File: src/rtl/bcd_pkg.sv
// Shared types and sizes for the keypad BCD encoder and its one-hot helper.
package bcd_pkg;

    localparam int BCD_W = 4;
    localparam int KEY_N = 10;

    typedef enum logic [1:0] {
        ST_IDLE     = 2'd0,
        ST_DEBOUNCE = 2'd1,
        ST_HOLD     = 2'd2,
        ST_RELEASE  = 2'd3
    } state_e;

endpackage

File: src/rtl/onehot10_bcd.sv
// Combinational 10-line to 8421 BCD conversion with a strict one-hot flag.
module onehot10_bcd
    import bcd_pkg::*;
(
    input  logic [KEY_N-1:0] bits,
    output logic [BCD_W-1:0] bcd,
    output logic             onehot
);

    // Each BCD bit is the OR of the key lines whose index has that bit set;
    // the result is only meaningful when onehot is high.
    for (genvar gi = 0; gi < BCD_W; gi++) begin : g_bcd_bit
        logic [KEY_N-1:0] mask;
        always_comb begin
            mask = '0;
            for (int k = 0; k < KEY_N; k++) begin
                mask[k] = ((k >> gi) & 1) == 1;
            end
        end
        assign bcd[gi] = |(bits & mask);
    end

    assign onehot = (bits != '0) && ((bits & (bits - KEY_N'(1))) == '0);

endmodule

File: src/rtl/encoder_10b_8421.sv
// Keypad encoder: synchronise and debounce ten key lines, deliver one BCD digit
// per clean press over valid/ready, pulse err on a stable multi-key press.
module encoder_10b_8421
    import bcd_pkg::*;
#(
    parameter int DEBOUNCE_CYCLES = 16
) (
    input  logic             clk,
    input  logic             rst,
    input  logic [KEY_N-1:0] keys,
    input  logic             ready,
    output logic [BCD_W-1:0] out,
    output logic             valid,
    output logic             err
);

    localparam int CNT_W = $clog2(DEBOUNCE_CYCLES);
    localparam logic [CNT_W-1:0] CNT_LAST = CNT_W'(DEBOUNCE_CYCLES - 1);

    logic [KEY_N-1:0] sync1_q, ks_q;
    logic [KEY_N-1:0] snap_q, snap_d;
    logic [CNT_W-1:0] cnt_q, cnt_d;
    state_e           state_q, state_d;
    logic [BCD_W-1:0] out_q, out_d;
    logic             valid_q, valid_d;
    logic             err_pend_q, err_pend_d;
    logic             err_q, err_d;

    logic [BCD_W-1:0] snap_bcd;
    logic             snap_onehot;

    onehot10_bcd u_onehot (
        .bits   (snap_q),
        .bcd    (snap_bcd),
        .onehot (snap_onehot)
    );

    always_ff @(posedge clk or posedge rst) begin
        if (rst) begin
            sync1_q    <= '0;
            ks_q       <= '0;
            snap_q     <= '0;
            cnt_q      <= '0;
            state_q    <= ST_IDLE;
            out_q      <= '0;
            valid_q    <= 1'b0;
            err_pend_q <= 1'b0;
            err_q      <= 1'b0;
        end else begin
            sync1_q    <= keys;
            ks_q       <= sync1_q;
            snap_q     <= snap_d;
            cnt_q      <= cnt_d;
            state_q    <= state_d;
            out_q      <= out_d;
            valid_q    <= valid_d;
            err_pend_q <= err_pend_d;
            err_q      <= err_d;
        end
    end

    // valid and err are registered one cycle behind the FSM decision.
    always_comb begin
        state_d    = state_q;
        snap_d     = snap_q;
        cnt_d      = cnt_q;
        out_d      = out_q;
        valid_d    = 1'b0;
        err_pend_d = 1'b0;
        err_d      = err_pend_q;
        case (state_q)
            ST_IDLE: begin
                if (ks_q != '0) begin
                    snap_d  = ks_q;
                    cnt_d   = '0;
                    state_d = ST_DEBOUNCE;
                end
            end
            ST_DEBOUNCE: begin
                if (ks_q == snap_q) begin
                    if (cnt_q == CNT_LAST) begin
                        cnt_d = '0;
                        if (snap_onehot) begin
                            out_d   = snap_bcd;
                            state_d = ST_HOLD;
                        end else begin
                            err_pend_d = 1'b1;
                            state_d    = ST_RELEASE;
                        end
                    end else begin
                        cnt_d = cnt_q + CNT_W'(1);
                    end
                end else if (ks_q == '0) begin
                    state_d = ST_IDLE;
                end else begin
                    snap_d = ks_q;
                    cnt_d  = '0;
                end
            end
            ST_HOLD: begin
                if (valid_q && ready) begin
                    cnt_d   = '0;
                    state_d = ST_RELEASE;
                end else begin
                    valid_d = 1'b1;
                end
            end
            ST_RELEASE: begin
                if (ks_q != '0) begin
                    cnt_d = '0;
                end else if (cnt_q == CNT_LAST) begin
                    state_d = ST_IDLE;
                end else begin
                    cnt_d = cnt_q + CNT_W'(1);
                end
            end
            default: state_d = ST_IDLE;
        endcase
    end

    assign out   = out_q;
    assign valid = valid_q;
    assign err   = err_q;

endmodule

File: config.mk
export PLATFORM = sky130hd
export DESIGN_NAME = encoder_10b_8421
export DESIGN_NICKNAME = d
export VERILOG_FILES = /design/src/rtl/bcd_pkg.sv /design/src/rtl/onehot10_bcd.sv /design/src/rtl/encoder_10b_8421.sv
export SDC_FILE = /design/constraint.sdc
export NUM_CORES = 1
export LEC_CHECK = 0
export ABC_AREA = 1
export ABC_CLOCK_PERIOD_IN_PS = 2200
export CORE_UTILIZATION = 66
export CTS_BUF_LIST = sky130_fd_sc_hd__clkbuf_4
export CTS_CLUSTER_SIZE = 28
export DETAILED_ROUTE_END_ITERATION = 6
export DONT_BUFFER_PORTS = 1
export PLACE_DENSITY = 0.79
export SLEW_MARGIN = 10
export SYNTH_ARGS = -nofsm -noshare
export SYNTH_HDL_FRONTEND = slang
export SYNTH_SLANG_ARGS = --single-unit
File: constraint.sdc
create_clock -name clk -period 2.2 [get_ports clk]
set_input_delay 0.44 -clock clk [delete_from_list [all_inputs] [get_ports clk]]
set_output_delay 0.44 -clock clk [all_outputs]
set_load 0.005 [all_outputs]
==> results.sh <==
export IMPL_violations="design-rule violations"
export IMPL_wire_per_inst_um=11.7
export IMPL_grtUsageMet1_pct=30.3
export IMPL_antenna_found_initial=0
export IMPL_syn_inst=249
export IMPL_place_congestion=0.902
export IMPL_synthDistinctLibCells=24
export IMPL_dpl_cell_count=279
export IMPL_grt_max_degree=44
export IMPL_relSlewSlack_pct=66.6
export IMPL_layout_setup_ws_ns=0.501
export IMPL_fillerInstances=203
export IMPL_nets=269
export IMPL_cts_buffers_inserted=5
export IMPL_fin_area_sq_um=2120
export IMPL_grt_pass1_vias=1370
export IMPL_syn_avg_cell_area_sq_um=8.14
export IMPL_cap_violations=0
export IMPL_synth_fp_nets=263
export IMPL_startpoint_type="register"
export IMPL_synth_seq_cells=43
export IMPL_clk_latency_ns=0.36
export IMPL_routed_via_density=5.32
export IMPL_power_mw=1.26
export IMPL_rows=19
export IMPL_fmax_ghz=0.589
export IMPL_track_usage_pct=23.1
export IMPL_start_util_pct=71.6
export IMPL_antenna_cells=0
export IMPL_p_int_uw=957
export IMPL_overflow=0
export IMPL_worst_pin_slew_ns=0.500
export IMPL_cts_path_max_buffers=2
export IMPL_power_frac_clock_pct=31.7
export IMPL_fin_cells=287
export IMPL_drive_above_1_share_pct=9.77
export IMPL_first_iter_violations=90
export IMPL_crit_start="snap_q[0]$_DFFE_PP0P_"
export IMPL_cellPowerDensity_nw_per_um2=594
export IMPL_areaGrowthSynthToFinish_pct=4.63
export IMPL_grt_met2_usage_pct=37.4
export IMPL_port_buffers=0
export IMPL_dieHeight_um=57.4
export IMPL_yosys_warnings=0
export IMPL_final_common_cell="nand2_1"
export IMPL_ctsHoldBuffers=0
export IMPL_final_cell_mix="nand2_1, dfrtp_1, inv_1"
export IMPL_critPathKind="register to register"
export IMPL_cts_resized=0
export IMPL_post_cts_buffers=0
export IMPL_io_pins=19
export IMPL_cts_tree="built"
export IMPL_switching_power_uw=301
export IMPL_max_vdd_ir_drop_v=0.000542
export IMPL_ys_seq_area_share_pct=53.1
export IMPL_vias=1527
export IMPL_die_area_sq_um=3290
export IMPL_ant_nets=0
export IMPL_p_sw_share_pct=23.9
export IMPL_dpl_cell_area_sq_um=2060
export IMPL_first_pass_iters=6
export IMPL_synth_top_flop_cell="dfrtp_1"
export IMPL_coreArea_sq_um=2830
export IMPL_h_tree_depth=2
export IMPL_synthArstFlopShare_pct=100
export IMPL_synth_area_sq_um=2030
export IMPL_period_share_pct=77.2
export IMPL_cp_required_ns=2.45
export IMPL_drc=2
export IMPL_drv_slew=0
export IMPL_synth_edf_count=0
export IMPL_p_comb_share_pct=3.2
export IMPL_critical_path_arrival_ns=1.95
export IMPL_crit_fanout=8
export IMPL_hold_class="input port to asynchronous set/reset pin"
export IMPL_use_met3_pct=6.12
export IMPL_die_x_um=57.4
export IMPL_wl_um=3350
export IMPL_clockRootBuffer="clkbuf_4"
export IMPL_clk_pin_slew_worst_paths_ns=0.13
export IMPL_cts_sinks=43
export IMPL_setup_viol=0
export IMPL_hpwl_um=2500
export IMPL_outcome="finished with violations"
export IMPL_hold_viol_final=0
export IMPL_pre_cts_ws_ns=0.522
export IMPL_p_seq_share_pct=65.1
export IMPL_finalSetupTns_ns=0
export IMPL_r2r_start="snap_q[0]$_DFFE_PP0P_"
export IMPL_fin_crit_ns=1.70
export IMPL_rsz0062_at_grt="no"
export IMPL_fin_skew_ns=0.00801
export IMPL_endpoint_kind="register"
export IMPL_grt_pass1_wl_um=5690
export IMPL_leakage_nw=1.09
export IMPL_grt_most_used_layer="met2"
[cells in the mapped netlist (2+ instances only)]
cell / n / share of area (%)
o21ai_1: 3 / 0.74
o21ai_0: 9 / 2.2
nand2_1: 81 / 15
nor3_1: 4 / 0.99
xnor2_1: 3 / 1.3
a21oi_1: 3 / 0.74
inv_2: 5 / 0.93
nand3_1: 25 / 6.2
dfrtp_1: 43 / 53
nor2_4: 3 / 1.7
nor2_2: 4 / 1.2
inv_1: 28 / 5.2
nor2_1: 23 / 4.3
nand4_1: 2 / 0.62
xor2_1: 4 / 1.7
[worst max-delay path, stage by stage, from the launching register on]
cell,delay [ns]
dfrtp_1,0.47
nor2_1,0.26
nand2_1,0.14
nand2_1,0.08
nand2_1,0.04
inv_1,0.04
nand2_1,0.04
nor2_1,0.08
nand2_1,0.09
inv_2,0.09
nand3_4,0.10
nand2_1,0.07
o21ai_0,0.07
[power by group through the flow]
stage,registers (mW),clock network [mW],logic [mW]
after floorplan,0.832,0,0.0327
after global placement,0.834,0,0.0395
after detailed placement,0.835,0,0.0409
after CTS,0.820,0.420,0.0412
after global routing,0.822,0.448,0.0471
final,0.820,0.399,0.0398
[routing by layer]
metal	vias up	routed length, um
met1	700	1610
li1	784	-
met4	0	34
met5	-	0
met3	4	148
met2	39	1550
[metrics by stage]
step | utilization, % | hold WS (ns)
global placement | 72.7 | 0.332
floorplan | - | 0.331
CTS | 74.9 | 0.0746
finish | 74.9 | 0.0857
detailed placement | 72.7 | 0.335
global route | 74.9 | 0.0558
[state kept, by name (all words and copies together), names as in the netlist, named ones only]
register / count
sync1_q: 10
state_q: 1
ks_q: 10
err: 1
cnt_q: 4
err_d: 1
out: 4
snap_q: 10
valid: 1
[worst paths after layout]
path,to,cells after the start,slack [ns]
min in group clk,sync1_q[9]$_DFF_PP0_,0,0.09
max in group asynchronous,asynchronous set/reset pin,2,1.77
hold reg to reg,ks_q[5]$_DFF_PP0_,0,0.36
setup reg to reg,out[2]$_DFFE_PP0P_,12,0.50
hold / removal,ks_q[1]$_DFF_PP0_,2,0.09
setup / recovery,out[2]$_DFFE_PP0P_,12,0.50
[cell type report]
cell class,count,area [sq um],area share (%)
flip-flops and latches,43,1080,50.8
clock inverters,3,26.3,1.24
multi-input cells,171,810,38.2
well taps,31,38.8,1.83
clock buffers,5,37.5,1.77
repair buffers,1,7.51,0.354
inverters,33,124,5.84
[logic make-up (layout without fill, tap and decap cells)]
logic type	after synthesis	count (layout)	share of synthesized area (%)
and+or+nand+nor	148	148	32.6
AOI/OAI and AO/OA	15	15	3.71
xor gates and xnor gates	7	7	3.03
adders and majority gates	1	1	0.618
DFF	43	43	53.1
buffers and inverters	35	42	6.92
No activity file was read; power rests on OpenSTA's default activity.
